[config.mk]
export PLATFORM = sky130hd
export DESIGN_NAME = tuss_spi_master
export DESIGN_NICKNAME = d
export VERILOG_FILES = /design/src/rtl/tuss_spi_master.sv
export SDC_FILE = /design/constraint.sdc
export NUM_CORES = 1
export LEC_CHECK = 0
export CAP_MARGIN = 20
export CORE_UTILIZATION = 49
export CTS_BUF_LIST = sky130_fd_sc_hd__clkbuf_4 sky130_fd_sc_hd__clkbuf_8 sky130_fd_sc_hd__clkbuf_16
export DETAILED_ROUTE_END_ITERATION = 10
export GPL_TIMING_DRIVEN = 0
export PLACE_DENSITY = 0.84
export SLEW_MARGIN = 30
export SYNTH_ARGS = -nofsm -noshare
export SYNTH_HDL_FRONTEND = slang
export SYNTH_SLANG_ARGS = --single-unit
[constraint.sdc]
create_clock -name gclk -period 2 [get_ports gclk]
set_input_delay 0.4 -clock gclk [delete_from_list [all_inputs] [get_ports gclk]]
set_output_delay 0.4 -clock gclk [all_outputs]
set_load 0.05 [all_outputs]
[src/rtl/tuss_spi_master.sv]
// tuss_spi_master: 16-bit mode-1 (CPOL=0, CPHA=1) SPI master for the TUSS4470 with optional odd-parity insert.
// Latency: done pulses 33*CLK_DIV gclk cycles after the accepted tx_en edge; busy lasts 34*CLK_DIV cycles.
// Backpressure: none; tx_en rising edges seen while busy are dropped, never queued.
module tuss_spi_master #(
  parameter int CLK_DIV     = 4,
  parameter int AUTO_PARITY = 1
) (
  input  logic        gclk,
  input  logic        rst,
  input  logic        tx_en,
  input  logic [15:0] tx_data,
  input  logic        miso,
  output logic [15:0] spi_data_out,
  output logic        done,
  output logic        busy,
  output logic        cs_n,
  output logic        sclk,
  output logic        mosi
);

  typedef enum logic [2:0] {
    IDLE  = 3'd0,
    SETUP = 3'd1,
    SHIFT = 3'd2,
    HOLD  = 3'd3,
    GAP   = 3'd4
  } state_t;

  // Divider wraps every CLK_DIV cycles; each wrap is one SCLK half-period boundary.
  localparam logic [7:0] DIV_LAST = 8'(CLK_DIV - 1);

  state_t      state;
  state_t      state_d;
  logic        tx_en_q;
  logic        start;
  logic [7:0]  div_cnt;
  logic        tick;
  logic [3:0]  bit_cnt;
  logic [15:0] tx_sr;
  logic [15:0] rx_sr;
  logic [15:0] frame_in;

  // One-cycle action strobes decoded by the FSM.
  logic        load;
  logic        rise_en;
  logic        fall_en;
  logic        end_en;
  logic        finish;

  assign start = tx_en & ~tx_en_q;
  assign tick  = (state != IDLE) && (div_cnt == DIV_LAST);

  // Build the outgoing frame; parity makes the whole 16-bit word carry an odd number of ones.
  always_comb begin
    frame_in = tx_data;
    if (AUTO_PARITY != 0) begin
      frame_in[8] = ~^{tx_data[15:9], tx_data[7:0]};
    end
  end

  // FSM state register.
  always_ff @(posedge gclk or posedge rst) begin
    if (rst) begin
      state <= IDLE;
    end else begin
      state <= state_d;
    end
  end

  // FSM next state and per-tick action strobes.
  always_comb begin
    state_d = state;
    load    = 1'b0;
    rise_en = 1'b0;
    fall_en = 1'b0;
    end_en  = 1'b0;
    finish  = 1'b0;
    case (state)
      IDLE: begin
        if (start) begin
          state_d = SETUP;
          load    = 1'b1;
        end
      end
      SETUP: begin
        // First tick after the setup half-period is the rising edge of bit 0.
        if (tick) begin
          state_d = SHIFT;
          rise_en = 1'b1;
        end
      end
      SHIFT: begin
        // sclk alternates on each tick; low means the next tick is a rising edge.
        if (tick) begin
          if (!sclk) begin
            rise_en = 1'b1;
          end else begin
            fall_en = 1'b1;
            if (bit_cnt == 4'd15) begin
              state_d = HOLD;
            end
          end
        end
      end
      HOLD: begin
        if (tick) begin
          state_d = GAP;
          end_en  = 1'b1;
        end
      end
      GAP: begin
        // Edges arriving on this final tick are ignored because IDLE is only entered now.
        if (tick) begin
          state_d = IDLE;
          finish  = 1'b1;
        end
      end
      default: begin
        state_d = IDLE;
      end
    endcase
  end

  // tx_en history; resets high so a level held through reset never counts as an edge.
  always_ff @(posedge gclk or posedge rst) begin
    if (rst) begin
      tx_en_q <= 1'b1;
    end else begin
      tx_en_q <= tx_en;
    end
  end

  // Half-period divider: idles at zero, restarts on every tick.
  always_ff @(posedge gclk or posedge rst) begin
    if (rst) begin
      div_cnt <= 8'd0;
    end else if ((state == IDLE) || tick) begin
      div_cnt <= 8'd0;
    end else begin
      div_cnt <= div_cnt + 8'd1;
    end
  end

  // Bit counter advances on each falling edge.
  always_ff @(posedge gclk or posedge rst) begin
    if (rst) begin
      bit_cnt <= 4'd0;
    end else if (load) begin
      bit_cnt <= 4'd0;
    end else if (fall_en) begin
      bit_cnt <= bit_cnt + 4'd1;
    end
  end

  // Transmit shifter: captured at the start edge so later tx_data changes cannot leak in.
  always_ff @(posedge gclk or posedge rst) begin
    if (rst) begin
      tx_sr <= 16'h0000;
    end else if (load) begin
      tx_sr <= frame_in;
    end else if (rise_en) begin
      tx_sr <= {tx_sr[14:0], 1'b0};
    end
  end

  // Receive shifter: samples miso on each falling edge, MSB first.
  always_ff @(posedge gclk or posedge rst) begin
    if (rst) begin
      rx_sr <= 16'h0000;
    end else if (load) begin
      rx_sr <= 16'h0000;
    end else if (fall_en) begin
      rx_sr <= {rx_sr[14:0], miso};
    end
  end

  // SPI pins: mosi only moves together with a rising sclk or at frame end.
  always_ff @(posedge gclk or posedge rst) begin
    if (rst) begin
      cs_n <= 1'b1;
      sclk <= 1'b0;
      mosi <= 1'b0;
    end else begin
      if (load) begin
        cs_n <= 1'b0;
        sclk <= 1'b0;
        mosi <= 1'b0;
      end else if (rise_en) begin
        sclk <= 1'b1;
        mosi <= tx_sr[15];
      end else if (fall_en) begin
        sclk <= 1'b0;
      end else if (end_en) begin
        cs_n <= 1'b1;
        mosi <= 1'b0;
      end
    end
  end

  // Status outputs: busy spans frame plus gap, done marks the single update of spi_data_out.
  always_ff @(posedge gclk or posedge rst) begin
    if (rst) begin
      busy         <= 1'b0;
      done         <= 1'b0;
      spi_data_out <= 16'h0000;
    end else begin
      done <= end_en;
      if (load) begin
        busy <= 1'b1;
      end else if (finish) begin
        busy <= 1'b0;
      end
      if (end_en) begin
        spi_data_out <= rx_sr;
      end
    end
  end

endmodule

After elaboration in Yosys (flattened, before gate mapping)
Cells that the tools add are included.

Flip-flop bits (word level): 69. Input bits: 20. Output and inout bits: 21. Word-level logic and storage cells: 85.

Add/subtract/negate cells: 2. Equal/unequal tests: 16. Mux-type cells: 39. Bitwise operators: 2. Reduce and logical (&&, ||, !) cells: 14.

Operator list (count): 16-bit 2-to-1 mux (4); 1-bit 2-to-1 mux (23); 3-bit 2-to-1 mux (7); 2-bit != test, second input constant (9); 3-bit one-hot mux with 5 select lines (1); 15-bit XNOR reduction (1); 3-bit nonzero test (3); 8-bit by 1-bit adder with 8-bit output, second input constant (1); 8-bit by 2-bit equality test with 1-bit output, second input constant (1); 4-bit 2-to-1 mux (2); 8-bit 2-to-1 mux (1); 2-bit nonzero test (4); 7-bit AND reduction (1); 3-bit by 2-bit equality test with 1-bit output, second input constant (2); 4-bit by 1-bit adder with 4-bit output, second input constant (1); 4-bit equality test, second input constant (1); 3-bit by 1-bit equality test with 1-bit output, second input constant (1); 3-bit equality test, second input constant (1); 3-bit logical NOT (1); 3-bit != test, second input constant (1); 3-bit AND reduction (1); 1-bit one-hot mux with 2 select lines (1); 2-bit AND reduction (1); 1-bit AND (1); 3 further kinds (3).

Logic depth before layout (Yosys ltp)
Gate-level depths: netlist of run 1.

Depth after elaboration: 8. Mapped depth: 7. Depth with buffers taken out: 5.

Worst setup path before layout of run 1
No wires, ideal clock.

Path type: register to register. From: register div_cnt[0]. To: register spi_data_out[10]. Setup time: 0.125 ns. Arrival: 1.880 ns. Data required time: 1.875 ns. Setup slack: -0.004 ns. Stages on the path, launching flop included: 7. Buffers on the path: 2. Period minus slack after synthesis: 2.004 ns. Cell sequence: dfrtp_1 -> ha_1 -> or4b_1 -> buf_6 -> nor3_1 -> buf_4 -> mux2_2.

Word-level cells in the longest chain between the ends: 4.

RTL lines: start, declared (line 36) `logic [7:0] div_cnt;`; start signal, assigned (line 140) `div_cnt <= div_cnt + 8'd1;`; 8-bit by 2-bit equality test with 1-bit output (line 51) `assign tick = (state != IDLE) && (div_cnt == DIV_LAST);`; 1-bit logical AND (line 51); 1-bit 2-to-1 mux (line 106) `if (tick) begin`; 1-bit 2-to-1 mux (line 78) `case (state)`; end signal, assigned (line 214) `spi_data_out <= rx_sr;`; end, declared (line 13) `output logic [15:0] spi_data_out,`.

No other way between the ends. A chain may end at the register's enable or synchronous reset.

Final worst setup path of run 1
From: register div_cnt[2]. To: register tx_sr[15].

Word-level cells in the longest chain between the ends: 5. Elaborated cells on any way between the ends: 6. Those cells by class: eq/ne: 1; mux: 3; reduce/logical: 2.

RTL lines: 8-bit by 2-bit equality test with 1-bit output (*) (line 51); 1-bit logical AND (*) (line 51); 1-bit 2-to-1 mux (on tied branches) (line 94, 87); 1-bit one-hot mux with 2 select lines (*) (line 78); 2-bit nonzero test (no line) (*); end signal, assigned (line 160) `tx_sr <= frame_in;`; end signal, assigned (line 162) `tx_sr <= {tx_sr[14:0], 1'b0};`; end, declared (line 39) `logic [15:0] tx_sr;`.

Every way passes the cells marked *; elsewhere a longest branch is shown, timed or not.

==> flow_summary_export.csv, run 1 <==
group,metric,value,unit
placed_design,post-place-cells,382,
sta,setup_viol,0,
synth,synth_cell_type_count,43,
clock_tree,clk_path_buf_depth,2,
synth,yosys-top-cells-area,"dfrtp_1, mux2_2, nand2_1",
power,clkPwrFrac,0.213,
outcome,status,"finished, final reports clean",
power,netSwitchingFraction,0.366,
synth,postSynthNetCount,288,
sta,slew-limit-headroom,0.640,
global_route,overflow,0,
critical_path,cpPeakStageDelay,0.61,ns
synth,synth_top_area_share,0.546,
die,dieArea,6580,µm²
sta,fmax,501,MHz
clock_tree,ctsHoldBuffers,0,
die,num_rows,28,
critical_path,end_kind,"flop",
clock_tree,root_buffer,"clkbuf_8",
synth,synth_flop_cell,"dfrtp_1",
placed_design,io_buffers,39,
power,power_density,1350,nW/µm²
clock_tree,cts_buffers,9,
drt,drc_errors,0,
critical_path,cp.arrival,2.23,ns
final_layout,nFillCells,457,
drt,vias_per_cell,5.45,
global_route,track_usage,0.215,
drt,wl,6490,µm
power,ir_worst_vdd,0.807,mV
global_route,grt_pass1_vias,2266,
synth,seq_area_frac_synth,0.563,
clock_tree,htreeDepth,3,
drt,antenna_left,0,
min_path,hold_class,"primary input to asynchronous set/reset pin",
sta,holdWs,0.417,ns
drt,vias,2258,
critical_path,crit_fanout,6,
critical_path,path_cells,"or4b_4, a211oi_4, buf_4, nor2_4, buf_6, a21o_1",
synth,synthArstFlopShare,1.00,
final_layout,final-seq-area,1730,µm²
sta,finalCritPeriodShare,0.999,
clock_tree,clk_latency,0.34,ns
drt,routedWlPerCell,15.7,µm
synth,syn_inst,266,
final_layout,n_antenna_cell,0,
sta,hold_viol,0,
sta,drv_slew,0,
die,ios,41,
sta,period_minus_slack,2.00,ns
final_layout,drive_above_1_share,0.236,
sta,finalSetupTns,0,ns
die,core,5990,µm²
synth,yosysTopAreaCell,"dfrtp_1",
sta,finClkSkew,0.0100,ns
synth,synth_area_per_cell,11.5,µm²
global_route,antenna_found_initial,0,
critical_path,ff2ff_path_depth,6,
drt,dr.first_iter.drc_count,162,
critical_path,crit_slowest_cell,"or4b_4",
placed_design,gp_congestion,0.799,
die,die_w,81.1,µm
critical_path,cp-start-kind,"flop",
placed_design,dp.final_hpwl,4040,µm
clock_tree,cts_tree,"done",
clock_tree,clk_pin_slew,0.07,ns
final_layout,area_growth,32.3,%
power,p_switching,2010,µW
critical_path,critPathKind,"flop to flop",
synth,synth-seq-cells,69,
global_route,grt_pass1_wl,10400,µm
synth,yosys_warnings,0,
critical_path,worstPathRequired,2.24,ns
die,start_util,0.512,
synth,synth_common_cells,"dfrtp_1, nand2_1, o21ai_0, mux2_2, nor2_1",
power,p_seq_frac,0.400,
clock_tree,cts.sinks,69,
global_route,grt_max_degree,28,
sta,worst_pin_slew,0.539,ns
synth,syn_area,3070,µm²
power,p_leak,0.00186,µW
die,die_h,81.1,µm
final_layout,multi_input_comb_area,1280,µm²
sta,rsz0062_at_grt,"yes",
synth,synth.most_common_cell,"dfrtp_1",
power,cell_internal_pwr,3480,µW
final_layout,layoutNonFillerInstCount,414,
final_layout,nets,356,
synth,synth_edf_count,0,
job,cap_violations,0,
drt,detail_route.first_pass.iterations,4,
power,combPwrFrac,0.387,
-- cells by family (layout without fill, tap and decap cells) --
kind of cell,Yosys count,in the layout,share of synthesized area
compound gates,55,55,0.130
xor+xnor,20,20,0.0705
fa+ha+maj,2,2,0.00815
simple gates,85,85,0.131
mux,17,17,0.0624
buf+inv,18,91,0.0347
flops,69,69,0.563
-- stage by stage --
stage          power [µW]   util  area (µm²)  setup slack, ns
2_1_floorplan        3540      -        3080           0.0210
3_3_place_gp         4070  0.595        3560           -0.151
3_5_place_dp         4150  0.603        3610           -0.210
4_1_cts              5460  0.662        3970         -0.00425
5_1_grt              5810  0.678        4060          -0.0644
6_report             5490  0.678        4060          0.00266
-- final timing paths --
path                            start        end  slack (ns)
hold / removal                    rst   state[0]        0.42
setup reg to reg           div_cnt[2]  tx_sr[15]       0.003
max in group asynchronous         rst       cs_n        0.84
hold reg to reg             tx_sr[12]  tx_sr[12]        0.48
min in group gclk           tx_sr[12]  tx_sr[12]        0.48
setup / recovery           div_cnt[2]  tx_sr[15]       0.003
-- layout make-up --
| cell class | instances | share of cell area |
|---|---|---|
| clock inverters | 1 | 0.00740 |
| inverters | 3 | 0.00370 |
| multi-input cells | 179 | 0.316 |
| clock buffers | 15 | 0.0431 |
| well taps | 75 | 0.0231 |
| flip-flops and latches | 69 | 0.427 |
| plain buffers | 12 | 0.0280 |
| repair buffers | 60 | 0.152 |
-- power groups by stage --
stage	clock, µW	sequential (µW)	combinational [µW]
after floorplan	0	2630	906
after global placement	0	2130	1930
after detailed placement	0	2150	2000
after CTS	1190	2140	2130
after global routing	1260	2260	2290
final	1170	2200	2130
-- worst max-delay path: cells and delay by family, from the launching register on --
kind | cells | cell delay [ns]
and+or+nand+nor | 2 | 0.66
AOI/OAI and AO/OA | 2 | 0.47
DFF | 1 | 0.45
buffers and inverters | 2 | 0.32
-- layer usage --
layer,track usage,wire [µm],vias up
li1,-,-,1060
met1,0.277,2950,1119
met2,0.340,3110,66
met3,0.0618,308,13
met4,0.0857,116,0
met5,0,0,-
-- sequential cells by signal, indices dropped and copies added, names as in the netlist --
signal        cells
rx_sr            16
spi_data_out     16
tx_sr            16
div_cnt           8
bit_cnt           4
state             3
busy              1
cs_n              1
done              1
mosi              1
sclk              1
tx_en_q           1
-- what timing repair did --
action                                  CTS  global route
buffers inserted                          9             7
gates resized for setup                  21             9
gates cloned                              1             2
pin swaps                                10             5
endpoints found under the setup margin   47            53
-- cell usage in the layout (no fill, tap or decap), drive strengths merged, types with 2 or more instances in the layout --
master         instances
and2                   2
nand2b                 2
nand2                 43
dfstp                  2
ha                     2
o21ai                 19
buf                   31
clkbuf                17
dfrtp                 67
nor3                   4
xor2                   7
a21o                  15
and3                   2
a22o                  14
inv                    2
clkdlybuf4s50         37
xnor2                 10
mux2                  17
xnor3                  3
nor2                  17
nor4                   2
nand3                  4
(Power assumes the default switching activity.)
==> inputs of run 2 (changes only) <==
==> constraint.sdc (replaced) <==
create_clock -name gclk -period 2 [get_ports gclk]
set_input_delay 0.5 -clock gclk [delete_from_list [all_inputs] [get_ports gclk]]
set_output_delay 0.5 -clock gclk [all_outputs]
set_load 0.05 [all_outputs]
==> run 2 against run 1 <==
Compared with the run above:
- first-iteration DRC count fell by 27%
- power fell by 2.6%
- die area did not move
- sequential cell count did not move
- utilization fell by 1.1 points
- register-to-register slack barely moved
- sequential power barely moved
- combinational power fell by 6%
- cell count fell by 0.72%
- routed wire length fell by 2.6%
- critical endpoint is now tx_sr[2]
==> flow_summary_export.csv, run 2 (synthesized netlist as in run 1, its figures left out) <==
group,metric,value,unit
sta,slew-limit-headroom,0.653,
min_path,hold_depth,1,
power,p_leak,0.00186,µW
drt,vias_per_cell,5.38,
power,power_density,1340,nW/µm²
critical_path,crit_fanout,6,
sta,rsz0062_at_grt,"yes",
clock_tree,cts.sinks,69,
global_route,track_usage,0.220,
final_layout,layoutNonFillerInstCount,411,
drt,detail_route.first_pass.iterations,4,
global_route,grt_max_degree,28,
final_layout,nets,353,
final_layout,n_antenna_cell,0,
critical_path,cp.arrival,2.21,ns
global_route,antenna_found_initial,0,
drt,routedWlPerCell,15.4,µm
die,die_h,81.1,µm
global_route,grt_pass1_wl,10600,µm
sta,setup_viol,0,
sta,finalSetupTns,0,ns
die,core,5990,µm²
die,ios,41,
drt,antenna_left,0,
power,ir_worst_vdd,0.773,mV
drt,wl,6320,µm
drt,drc_errors,0,
final_layout,drive_above_1_share,0.232,
clock_tree,root_buffer,"clkbuf_8",
placed_design,post-place-cells,382,
final_layout,final_common_cell,"dfrtp_1",
critical_path,worstPathRequired,2.23,ns
sta,drv_slew,0,
die,dieArea,6580,µm²
critical_path,ff2ff_path_depth,7,
drt,dr.first_iter.drc_count,119,
global_route,overflow,0,
die,die_w,81.1,µm
drt,vias,2211,
sta,hold_viol,0,
sta,timing.final.ws_setup,0.0172,ns
critical_path,critPathKind,"flop to flop",
sta,finalCritPeriodShare,0.991,
clock_tree,cts_buffers,9,
clock_tree,cts_tree,"done",
clock_tree,clk_latency,0.35,ns
final_layout,nFillCells,464,
sta,fmax,504,MHz
final_layout,multi_input_comb_area,1280,µm²
sta,finClkSkew,0.0113,ns
min_path,hold_class,"flop to flop",
clock_tree,clk_path_buf_depth,2,
die,start_util,0.512,
final_layout,final-seq-area,1730,µm²
clock_tree,clk_pin_slew,0.08,ns
job,cap_violations,0,
final_layout,area_growth,30.1,%
placed_design,pre_cts_slack,-0.310,ns
global_route,grt_pass1_vias,2270,
final_layout,reg_top3,"rx_sr x16, spi_data_out x16, tx_sr x16",
placed_design,gp_congestion,0.799,
sta,period_minus_slack,1.98,ns
final_layout,mostFrequentLayoutCells,"dfrtp_1, nand2_1, buf_4",
placed_design,dp.final_hpwl,4040,µm
die,num_rows,28,
outcome,status,"finished, final reports clean",
critical_path,cp-start-kind,"flop",
power,finalPower,5350,µW
critical_path,end_kind,"flop",
clock_tree,htreeDepth,3,
sta,worst_pin_slew,0.519,ns
placed_design,io_buffers,39,
-- run 2: cell count changes in the layout (fill, tap and decap cells not counted), sizes merged --
cell	change
dlymetal6s2s	+3
clkdlybuf4s50	-19
dlygate4sd2	+16
buf	-3
-- run 2: worst max-delay path, stage by stage, from the launching register on --
cell,delay (ns)
dfrtp_1,0.39
ha_4,0.15
or4b_4,0.53
a211oi_4,0.26
buf_4,0.18
nor2_4,0.05
buf_6,0.14
a21o_1,0.17
-- run 2: path summary, 6_finish.rpt --
kind	slack, ns	endpoint	start
setup / recovery	0.02	tx_sr[2]	div_cnt[1]
hold / removal	0.48	tx_sr[9]	tx_sr[9]
setup reg to reg	0.02	tx_sr[2]	div_cnt[1]
hold reg to reg	0.48	tx_sr[9]	tx_sr[9]
max in group asynchronous	0.75	cs_n	rst
min in group asynchronous	0.51	tx_sr[13]	rst
-- run 2: layout make-up --
class	instances	area share
Multi-Input combinational cell	179	0.321
Clock buffer	15	0.0439
Buffer	11	0.0238
Inverter	3	0.00376
Clock inverter	1	0.00752
Timing Repair Buffer	58	0.143
Sequential cell	69	0.433
Tap cell	75	0.0235
-- run 2: power by group --
part	switching, µW	leakage (µW)	internal, µW
Sequential	318	0.000856	1860
Combinational	1180	0.000897	817
Clock	492	0.000109	682
-- run 2: repair_timing --
action / CTS / global route
setup buffers: 12 / 3
gates cloned: 2 / 0
pin swaps: 5 / 3
hold endpoints to repair: 0 / 0
gates resized for setup: 36 / 11
hold buffers: 0 / 0
setup endpoints to repair: 63 / 55
-- run 2: metrics by stage --
step / instance area (µm²) / util / hold slack [ns]
after floorplan: 3080 / - / 0.424
after global placement: 3560 / 0.595 / 0.435
final: 3990 / 0.667 / 0.480
after detailed placement: 3610 / 0.603 / 0.444
after global routing: 3990 / 0.667 / 0.507
after CTS: 3960 / 0.661 / 0.483
-- run 2: per-layer routing --
metal  track usage  wire (µm)
met1         0.284       2910
met4        0.0750         55
met5             0          0
met3        0.0618        282
met2         0.355       3070
==> inputs of run 3 (changes only) <==
- CORE_MARGIN: not set -> 5
- HOLD_SLACK_MARGIN: not set -> 0.03
==> run 3 against run 2 <==
Compared with the run above:
- the run now ends with setup timing left
- cell area is 1.0% lower
- setup slack worse by 0.020 ns
- clock power is 10% lower
- first-iteration DRC count is 17% higher
- register-to-register slack worse by 0.02 ns
- critical endpoint is now spi_data_out[14]
==> flow_summary_export.csv, run 3 (synthesized netlist as in run 1, its figures left out) <==
group,metric,value,unit
outcome,status,"finished with violations",
outcome,violations,"setup timing",
die,ios,41,
placed_design,gp_congestion,0.791,
drt,dr.first_iter.drc_count,139,
final_layout,reg_top3,"rx_sr x16, spi_data_out x16, tx_sr x16",
power,p_switching,1970,µW
final_layout,utilization,0.660,
die,die_w,89.1,µm
final_layout,final_common_cell,"dfrtp_1",
critical_path,critPathKind,"flop to flop",
sta,finalCritPeriodShare,1.00,
power,cell_internal_pwr,3230,µW
die,die_h,89.1,µm
sta,slew-limit-headroom,0.650,
drt,vias_per_cell,5.43,
final_layout,mostFrequentLayoutCells,"dfrtp_1, nand2_1, o21ai_0, clkdlybuf4s50_1, dlygate4sd2_1",
clock_tree,cts_buffers,9,
placed_design,placed_area,3600,µm²
critical_path,cp.arrival,2.22,ns
clock_tree,ctsHoldBuffers,0,
clock_tree,clk_latency,0.34,ns
final_layout,drive_above_1_share,0.237,
final_layout,n_antenna_cell,0,
global_route,overflow,0,
min_path,hold_class,"flop to flop",
min_path,min_from,"tx_sr[15]",
power,p_leak,0.00183,µW
die,core,5990,µm²
final_layout,fin_area,3950,µm²
clock_tree,htreeDepth,3,
global_route,antenna_found_initial,0,
drt,routedWlPerCell,15.7,µm
critical_path,crit_fanout,6,
power,ir_worst_vdd,0.921,mV
clock_tree,root_buffer,"clkbuf_8",
critical_path,worstPathRequired,2.22,ns
power,power_density,1310,nW/µm²
die,num_rows,28,
drt,detail_route.first_pass.iterations,5,
placed_design,io_buffers,39,
placed_design,dp.final_hpwl,4260,µm
global_route,track_usage,0.167,
global_route,grt_pass1_wl,10200,µm
critical_path,end_kind,"flop",
drt,wl,6420,µm
sta,hold_viol,0,
power,p_seq_frac,0.419,
final_layout,nFillCells,458,
sta,drv_slew,0,
sta,holdWs,0.478,ns
sta,worst_pin_slew,0.527,ns
clock_tree,cts_tree,"done",
critical_path,cp-start-kind,"flop",
drt,vias,2220,
drt,antenna_left,0,
sta,finClkSkew,0.00837,ns
die,start_util,0.512,
die,dieArea,7950,µm²
power,netSwitchingFraction,0.379,
sta,rsz0062_at_grt,"yes",
sta,timing.final.ws_setup,-0.00291,ns
clock_tree,clk_pin_slew,0.07,ns
sta,period_minus_slack,2.00,ns
final_layout,nets,352,
power,clkPwrFrac,0.202,
sta,setup_viol,2,
critical_path,r2r-start,"div_cnt[2]",
global_route,grt_max_degree,29,
power,combPwrFrac,0.379,
critical_path,crit_path_start,"div_cnt[2]",
clock_tree,cts.sinks,69,
job,cap_violations,0,
clock_tree,clk_path_buf_depth,2,
drt,drc_errors,0,
global_route,grt_pass1_vias,2161,
final_layout,area_growth,28.8,%
sta,fmax,499,MHz
==> run 3: cell count changes in the layout (fill, tap and decap cells not counted), moves of 2 or more <==
cell	before	now
clkbuf_4	5	2
buf_4	19	17
clkbuf_8	10	12
nor4_1	2	0
nor4_2	0	2
==> run 3: area by class of cell <==
cell class	count	area, µm²	share of cell area
multi-input combinational	179	1290	0.327
timing repair buffer	58	544	0.138
sequential	69	1730	0.438
clock inverter	1	5.00	0.00127
clock buffer	14	180	0.0456
tap	75	93.8	0.0237
inverter	3	15.0	0.00380
buffer	10	91.3	0.0231
==> run 3: routing by layer <==
layer,wire [µm],share of wire,vias to the layer above,GRT usage
li1,-,-,1047,-
met1,2990,0.47,1103,0.221
met5,0,0,-,0
met4,92,0.014,0,0.0650
met3,365,0.057,9,0.0461
met2,2980,0.46,61,0.263
==> run 3: metrics by stage <==
stage / TNS [ns] / setup slack [ns] / total power, µW / cells
4_1_cts: -0.00443 / -0.00348 / 5170 / 405
2_1_floorplan: 0 / 0.0210 / 3540 / 266
6_report: -0.00517 / -0.00291 / 5200 / 409
5_1_grt: -0.787 / -0.0705 / 5490 / 409
3_3_place_gp: -10.75 / -0.253 / 4080 / 380
3_5_place_dp: -7.67 / -0.315 / 4160 / 382
==> run 3: worst paths after layout <==
kind / end / slack [ns] / cells past startpoint
max: spi_data_out[14] / -0.003 / 5
min: tx_sr[15] / 0.48 / 1
max reg2reg: spi_data_out[14] / -0.003 / 5
min reg2reg: tx_sr[15] / 0.48 / 1
max in group asynchronous: cs_n / 0.77 / 4
min in group asynchronous: div_cnt[1] / 0.50 / 2
==> run 3: timing repair <==
item,in CTS,in global routing
pin swaps,4,1
endpoints found under the setup margin,65,52
hold endpoints to repair,0,0
resized for setup,32,19
gates cloned,1,1
buffers inserted,8,7
==> run 3: critical path, stage by stage (launching register included) <==
cell,delay [ns]
dfrtp_1,0.43
or4b_4,0.62
nor3_4,0.23
buf_4,0.16
buf_6,0.11
mux2_2,0.33
==> run 3: power by group through the flow <==
stage	combinational (µW)	sequential, µW	clock (µW)
4_1_cts	1980	2120	1070
2_1_floorplan	906	2630	0
3_5_place_dp	2000	2150	0
5_1_grt	2120	2240	1140
3_3_place_gp	1940	2130	0
6_report	1970	2180	1050
